**src/rtl/serial_adder_ctrl_if.sv**
```systemverilog
// serial_adder_ctrl_if
// Request/result bundle between a requesting datapath (master) and the
// bit-serial adder controller (slave).
//   start_in   : request strobe, sampled by the controller only when idle
//   a_in/b_in  : WIDTH-bit operands, captured on the accepted start
//   c_in       : carry-in, captured on the accepted start
//   busy_out   : controller is running or presenting a result
//   done_out   : one-cycle completion pulse
//   sum_out    : registered WIDTH-bit sum of the last completed operation
//   carry_out  : registered carry-out of the last completed operation
interface serial_adder_ctrl_if #(
    parameter int unsigned WIDTH = 8
);
    logic             start_in;
    logic [WIDTH-1:0] a_in;
    logic [WIDTH-1:0] b_in;
    logic             c_in;
    logic             busy_out;
    logic             done_out;
    logic [WIDTH-1:0] sum_out;
    logic             carry_out;

    modport master (
        output start_in, a_in, b_in, c_in,
        input  busy_out, done_out, sum_out, carry_out
    );

    modport slave (
        input  start_in, a_in, b_in, c_in,
        output busy_out, done_out, sum_out, carry_out
    );
endinterface

```
**src/rtl/serial_adder_ctrl.sv**
```systemverilog
// full_adder
// 1-bit full adder cell shared by the serial adder controller.
//   a, b, cin : addend bits and carry-in
//   s, cout   : sum bit and carry-out
module full_adder (
    input  logic a,
    input  logic b,
    input  logic cin,
    output logic s,
    output logic cout
);
    assign s    = a ^ b ^ cin;
    assign cout = (a & b) | (a & cin) | (b & cin);
endmodule

// serial_adder_ctrl
// Bit-serial WIDTH-bit adder: one full_adder cell is fed LSB-first, one bit
// per clock, with the carry held in a register between bits. The finished
// WIDTH-bit sum and carry-out are registered and flagged by a one-cycle
// done pulse. Latency WIDTH cycles, one operation per WIDTH+2 cycles.
//   clock : rising-edge clock
//   reset : synchronous, active-high reset
//   bus   : request/result bundle (slave side), see serial_adder_ctrl_if
module serial_adder_ctrl #(
    parameter int unsigned WIDTH = 8
) (
    input  logic                 clock,
    input  logic                 reset,
    serial_adder_ctrl_if.slave   bus
);
    localparam int unsigned   CW   = (WIDTH > 1) ? $clog2(WIDTH) : 1;
    localparam logic [CW-1:0] LAST = CW'(WIDTH - 1);

    typedef enum logic [1:0] {
        IDLE = 2'd0,
        RUN  = 2'd1,
        DONE = 2'd2
    } state_t;

    state_t           state_q, state_d;
    logic [WIDTH-1:0] a_sr_q, a_sr_d;
    logic [WIDTH-1:0] b_sr_q, b_sr_d;
    logic [WIDTH-1:0] sum_sr_q, sum_sr_d;
    logic             carry_q, carry_d;
    logic [CW-1:0]    cnt_q, cnt_d;
    logic [WIDTH-1:0] sum_out_q, sum_out_d;
    logic             carry_out_q, carry_out_d;
    logic             busy_q, busy_d;
    logic             done_q, done_d;

    logic fa_s;
    logic fa_co;

    full_adder u_fa (
        .a    (a_sr_q[0]),
        .b    (b_sr_q[0]),
        .cin  (carry_q),
        .s    (fa_s),
        .cout (fa_co)
    );

    always_comb begin
        state_d     = state_q;
        a_sr_d      = a_sr_q;
        b_sr_d      = b_sr_q;
        sum_sr_d    = sum_sr_q;
        carry_d     = carry_q;
        cnt_d       = cnt_q;
        sum_out_d   = sum_out_q;
        carry_out_d = carry_out_q;

        case (state_q)
            IDLE: begin
                if (bus.start_in) begin
                    a_sr_d  = bus.a_in;
                    b_sr_d  = bus.b_in;
                    carry_d = bus.c_in;
                    cnt_d   = '0;
                    state_d = RUN;
                end
            end
            RUN: begin
                // New sum bit enters at the MSB; after WIDTH shifts bit 0
                // of the result has reached position 0.
                sum_sr_d = (sum_sr_q >> 1) | {fa_s, {(WIDTH-1){1'b0}}};
                carry_d  = fa_co;
                a_sr_d   = a_sr_q >> 1;
                b_sr_d   = b_sr_q >> 1;
                cnt_d    = cnt_q + CW'(1);
                if (cnt_q == LAST) begin
                    sum_out_d   = sum_sr_d;
                    carry_out_d = fa_co;
                    state_d     = DONE;
                end
            end
            DONE: begin
                state_d = IDLE;
            end
            default: begin
                state_d = IDLE;
            end
        endcase

        // Status outputs are registered copies of the next state so they
        // line up with the state they describe.
        busy_d = (state_d != IDLE);
        done_d = (state_d == DONE);
    end

    always_ff @(posedge clock) begin
        if (reset) begin
            state_q     <= IDLE;
            a_sr_q      <= '0;
            b_sr_q      <= '0;
            sum_sr_q    <= '0;
            carry_q     <= 1'b0;
            cnt_q       <= '0;
            sum_out_q   <= '0;
            carry_out_q <= 1'b0;
            busy_q      <= 1'b0;
            done_q      <= 1'b0;
        end else begin
            state_q     <= state_d;
            a_sr_q      <= a_sr_d;
            b_sr_q      <= b_sr_d;
            sum_sr_q    <= sum_sr_d;
            carry_q     <= carry_d;
            cnt_q       <= cnt_d;
            sum_out_q   <= sum_out_d;
            carry_out_q <= carry_out_d;
            busy_q      <= busy_d;
            done_q      <= done_d;
        end
    end

    assign bus.busy_out  = busy_q;
    assign bus.done_out  = done_q;
    assign bus.sum_out   = sum_out_q;
    assign bus.carry_out = carry_out_q;
endmodule

```
**src/flat_wrapper.sv**
```systemverilog
// flat-port wrapper written by rule: the top's interface ports become plain ports
module serial_adder_ctrl_flat 
#(
    parameter int unsigned WIDTH = 8
)
  (clock, reset, bus_start_in, bus_a_in, bus_b_in, bus_c_in, bus_busy_out, bus_done_out, bus_sum_out, bus_carry_out);
  serial_adder_ctrl_if #(.WIDTH(WIDTH)) bus_i ();
  input  logic clock;
  input  logic reset;
  input wire logic [$bits(bus_i.start_in)-1:0] bus_start_in;
  input wire logic [$bits(bus_i.a_in)-1:0] bus_a_in;
  input wire logic [$bits(bus_i.b_in)-1:0] bus_b_in;
  input wire logic [$bits(bus_i.c_in)-1:0] bus_c_in;
  output wire logic [$bits(bus_i.busy_out)-1:0] bus_busy_out;
  output wire logic [$bits(bus_i.done_out)-1:0] bus_done_out;
  output wire logic [$bits(bus_i.sum_out)-1:0] bus_sum_out;
  output wire logic [$bits(bus_i.carry_out)-1:0] bus_carry_out;
  assign bus_i.start_in = bus_start_in;
  assign bus_i.a_in = bus_a_in;
  assign bus_i.b_in = bus_b_in;
  assign bus_i.c_in = bus_c_in;
  assign bus_busy_out = bus_i.busy_out;
  assign bus_done_out = bus_i.done_out;
  assign bus_sum_out = bus_i.sum_out;
  assign bus_carry_out = bus_i.carry_out;
  serial_adder_ctrl #(.WIDTH(WIDTH)) u_core (.clock(clock), .reset(reset), .bus(bus_i));
endmodule
```
**config.mk**
```make
export PLATFORM = sky130hd
export DESIGN_NAME = serial_adder_ctrl_flat
export DESIGN_NICKNAME = d
export VERILOG_FILES = /design/src/rtl/serial_adder_ctrl_if.sv /design/src/rtl/serial_adder_ctrl.sv /design/src/flat_wrapper.sv
export SDC_FILE = /design/constraint.sdc
export NUM_CORES = 1
export LEC_CHECK = 0
export CAP_MARGIN = 20
export CORE_MARGIN = 3
export CORE_UTILIZATION = 30
export CTS_CLUSTER_SIZE = 8
export DETAILED_ROUTE_END_ITERATION = 8
export PLACE_DENSITY = 0.63
export SLEW_MARGIN = 30
export SYNTH_ARGS = -nofsm -noshare
export SYNTH_HDL_FRONTEND = slang
export SYNTH_SLANG_ARGS = --single-unit
```
**constraint.sdc**
```tcl
create_clock -name clock -period 2.66 [get_ports clock]
set_clock_uncertainty 0.05 [all_clocks]
set_input_delay 0.532 -clock clock [delete_from_list [all_inputs] [get_ports clock]]
set_output_delay 0.532 -clock clock [all_outputs]
set_load 0.03 [all_outputs]
```
==> PnR_summary.wiki <==
{| class="wikitable"
! Metric !! Value
|-
| Pleak || 0.000725 µW
|-
| Cell family contributing the most delay on the critical path || buffers and inverters
|-
| Largest net degree at the start of global routing || 41
|-
| Max Used Layer || met4
|-
| Worst-path cell with the longest stage delay || clkdlybuf4s50_1
|-
| Final Slew Violations || 0
|-
| CP Launch Point || u_core.bus.sum_out[2]
|-
| Post-cts resize count || 0
|-
| Area Overhead vs Synth || 25.1%
|-
| Number of enable flip-flop cells after synthesis || 0
|-
| Mapped Cells || 170
|-
| Number of buffer and inverter instances along the worst setup path || 1
|-
| Synthesized flop and latch total || 40
|-
| Setup repair after global routing missed its margin || no
|-
| Cell variety after synth || 26
|-
| Gp weighted congestion || 0.719
|-
| Number of logic stages on the critical path including buffering || 1
|-
| Depth of the most critical reg-to-reg path || 5
|-
| Die outline height || 79.3 µm
|-
| Number of standard-cell rows in the floorplan || 26
|-
| Endpoint arrival time on the critical path || 1300 ps
|-
| Share of the cycle needed by the critical path after routing || 70.8%
|-
| Share of the core filled with cells in the final layout || 39.3%
|-
| Clock Latency Late Sink || 290 ps
|-
| Setup fix buffers added after clock tree synthesis || 0
|-
| Wire length of the first global-routing pass || 5510 µm
|-
| H-Tree Depth || 2
|-
| TritonCTS clock tree || built
|-
| Vias in the first global route || 1183
|-
| # IOs || 31
|-
| Post-route setup TNS || 0 ps
|-
| Global-route usage over all layers || 11.3%
|-
| Register-to-register setup slack || 840 ps
|-
| Via/cell ratio || 4.68
|-
| Fmax achieved || 531 MHz
|-
| Avg WL per Cell || 12.1 µm
|-
| Maximum vdd ir drop || 0.200 mV
|-
| Count of fill cells added during filler insertion || 553
|-
| Initial antenna violation count || 0
|-
| Seq pwr share || 55.4%
|-
| Horiz. Die Dim || 79.3 µm
|-
| Inserted Clock Buffers || 5
|-
| Worst Path Required || 2080 ps
|-
| Wl on met1 || 1590 µm
|-
| Internal power consumption || 876 µW
|-
| Yosys top cell by area || dfxtp_1
|-
| Most used standard cells in the synthesized netlist || dfxtp_1, nand2_1, a21oi_1
|-
| Number of clock sinks || 40
|-
| Smallest setup slack after layout || 777 ps
|-
| Transition time of the tightest slew-check pin || 680 ps
|-
| Top flip-flop cell by instance count after synthesis || dfxtp_1
|-
| Net switching power || 290 µW
|-
| Max-capacitance violation count || 0
|-
| Min-Delay Path Class || flip-flop to flip-flop
|-
| Clock tree root driver cell || clkbuf_8
|-
| Sequential cell area fraction in the yosys report || 49.7%
|-
| Buffers from clock root to sink, at most || 2
|-
| Global-route congestion overflow total || 0
|-
| Buffers on Ports || 30
|-
| Routed wl met2 || 1430 µm
|-
| Fraction of final layout cells with drive strength greater than 1 || 18.2%
|-
| Final-stage net count || 221
|-
| Category of the worst setup path launch point || flip-flop
|-
| Detail Placement HPWL || 2140 µm
|-
| Share of total power consumed by net switching || 24.8%
|-
| # setup viols final || 0
|-
| Number of hold-repair buffers added at the cts stage || 0
|-
| Run status || finished, final reports clean
|-
| Share of flip-flops with an asynchronous set or reset after synthesis || 0%
|-
| Number of routed nets with antenna violations || 0
|-
| Final Hold Viols || 0
|-
| First-iteration detailed-routing DRC count || 67
|-
| Most common cell in the synthesized netlist || dfxtp_1
|-
| Detailed-routed wire length on met3 || 172 µm
|-
| Proportion of netlist area held by the largest area contributor || 49.7%
|-
| Clk slew on worst S/H paths || 70 ps
|-
| Part of the power in the clock network || 32.7%
|-
| Capturing point of the worst reg2reg path || u_core.bus.carry_out
|-
| Kind of end point of the critical path || output pin
|-
| Combinational power share || 11.9%
|-
| Number of search-and-repair iterations in the first detailed-routing pass || 4
|-
| Pwr per Cell Area || 578 nW/µm²
|-
| Overall die area || 6290 µm²
|-
| Total number of yosys warnings || 0
|-
| Worst slack at placement || 590 ps
|-
| Reg-to-reg critical path startpoint || u_core.cnt_q[0]
|-
| Syn nets || 193
|-
| Synth area leaders || dfxtp_1, o221a_2, a21oi_1
|-
| Critical path class || flip-flop to output pin
|-
| DRC violation count after routing || 0
|-
| Standard cell core area || 5140 µm²
|-
| End point of the critical path || bus_sum_out[2]
|-
| Post-route minimum period || 1880 ps
|-
| Slowest cell delay on critical path || 670 ps
|-
| Post-synthesis instance area || 1610 µm²
|-
| Chain of cells forming the critical path || clkdlybuf4s50_1
|-
| Total number of vias || 1255
|-
| Antenna diode count || 0
|-
| Area occupied by multi-input gates || 673 µm²
|-
| Max_slew headroom || 54.6%
|-
| Synthesized area per cell || 9.49 µm²
|-
| FF+latch area || 801 µm²
|-
| Maximum fanout encountered on the critical timing path || 2
|-
| Initial Utilization || 31.4%
|-
| Final WL || 3240 µm
|-
| Power, Total || 1170 µW
|}
## power by group through the flow
stage	sequential, µW	clock, µW	combinational (µW)
floorplan	657	0	96.7
global placement	659	0	138
detailed placement	659	0	140
CTS	646	391	141
global route	649	416	154
finish	646	382	139
## layout by cell type (no fill, tap or decap)
| cell type | n |
|---|---|
| o21bai_1 | 1 |
| o221a_1 | 1 |
| nand2b_1 | 1 |
| a21oi_2 | 10 |
| clkdlybuf4s50_1 | 30 |
| mux2i_1 | 1 |
| inv_1 | 15 |
| ha_1 | 2 |
| fa_1 | 1 |
| nand3b_1 | 1 |
| a21oi_1 | 20 |
| nor3b_1 | 1 |
| clkbuf_1 | 1 |
| nand3_1 | 8 |
| a211oi_1 | 1 |
| o221a_2 | 14 |
| nor2b_2 | 1 |
| buf_4 | 3 |
| nor2_2 | 1 |
| a22oi_1 | 4 |
| clkinv_2 | 1 |
| nand2_1 | 23 |
| a211oi_2 | 1 |
| clkbuf_8 | 5 |
| nor2_1 | 11 |
| dfxtp_1 | 40 |
## per-layer routing
layer	vias to the layer above	track usage [%]
met5	-	0
met4	0	4.64
met3	5	4.31
met2	21	16.9
met1	587	14.6
li1	642	-
## sequential cells by signal (all words and copies together), names as in the netlist
signal / flops
u_core.carry_q: 1
u_core.bus.busy_out: 1
u_core.bus.carry_out: 1
u_core.cnt_q: 3
u_core.sum_sr_q: 7
u_core.bus.done_out: 1
u_core.state_q: 2
u_core.bus.sum_out: 8
u_core.b_sr_q: 8
u_core.a_sr_q: 8
## worst reg2reg max path: stages, from the launching register on
cell	delay [ps]
dfxtp_1	380
ha_1	160
ha_1	360
nand3b_1	440
mux2i_1	270
nor2_1	50
## metrics by stage
step	instances	hold slack, ps	cell area [µm²]
4_1_cts	268	409	2020
2_1_floorplan	170	387	1610
3_5_place_dp	261	398	1940
3_3_place_gp	261	393	1940
6_report	268	405	2020
5_1_grt	268	435	2020
## cells by family (layout without fill, tap and decap cells)
kind of cell,after synthesis,in the layout,synth area share [%]
AO/OA/AOI/OAI,52,52,25.7
adder cells (fa/ha/maj),3,3,2.79
buffers and inverters,27,55,8.61
flip-flops,40,40,49.7
multiplexers,1,1,0.621
AND/OR/NAND/NOR,47,47,12.6
## layout make-up
class,count,share of cell area [%]
clock buffers,6,3.60
clock inverters,1,0.248
inverters,15,2.79
multi-input cells,103,33.4
flip-flops and latches,40,39.7
well taps,70,4.34
repair buffers,33,16.0
## worst min path at each step
stage / start / endpoint / cells past startpoint
finish: u_core.bus.sum_out[6] / u_core.bus.sum_out[6] / 2
global route: u_core.bus.sum_out[4] / u_core.bus.sum_out[4] / 2
CTS: u_core.bus.sum_out[6] / u_core.bus.sum_out[6] / 2
detailed placement: u_core.bus.sum_out[6] / u_core.bus.sum_out[6] / 2
global placement: u_core.sum_sr_q[1] / u_core.sum_sr_q[1] / 2
floorplan: u_core.sum_sr_q[1] / u_core.sum_sr_q[1] / 2
Power figures use the tool's default switching activity.
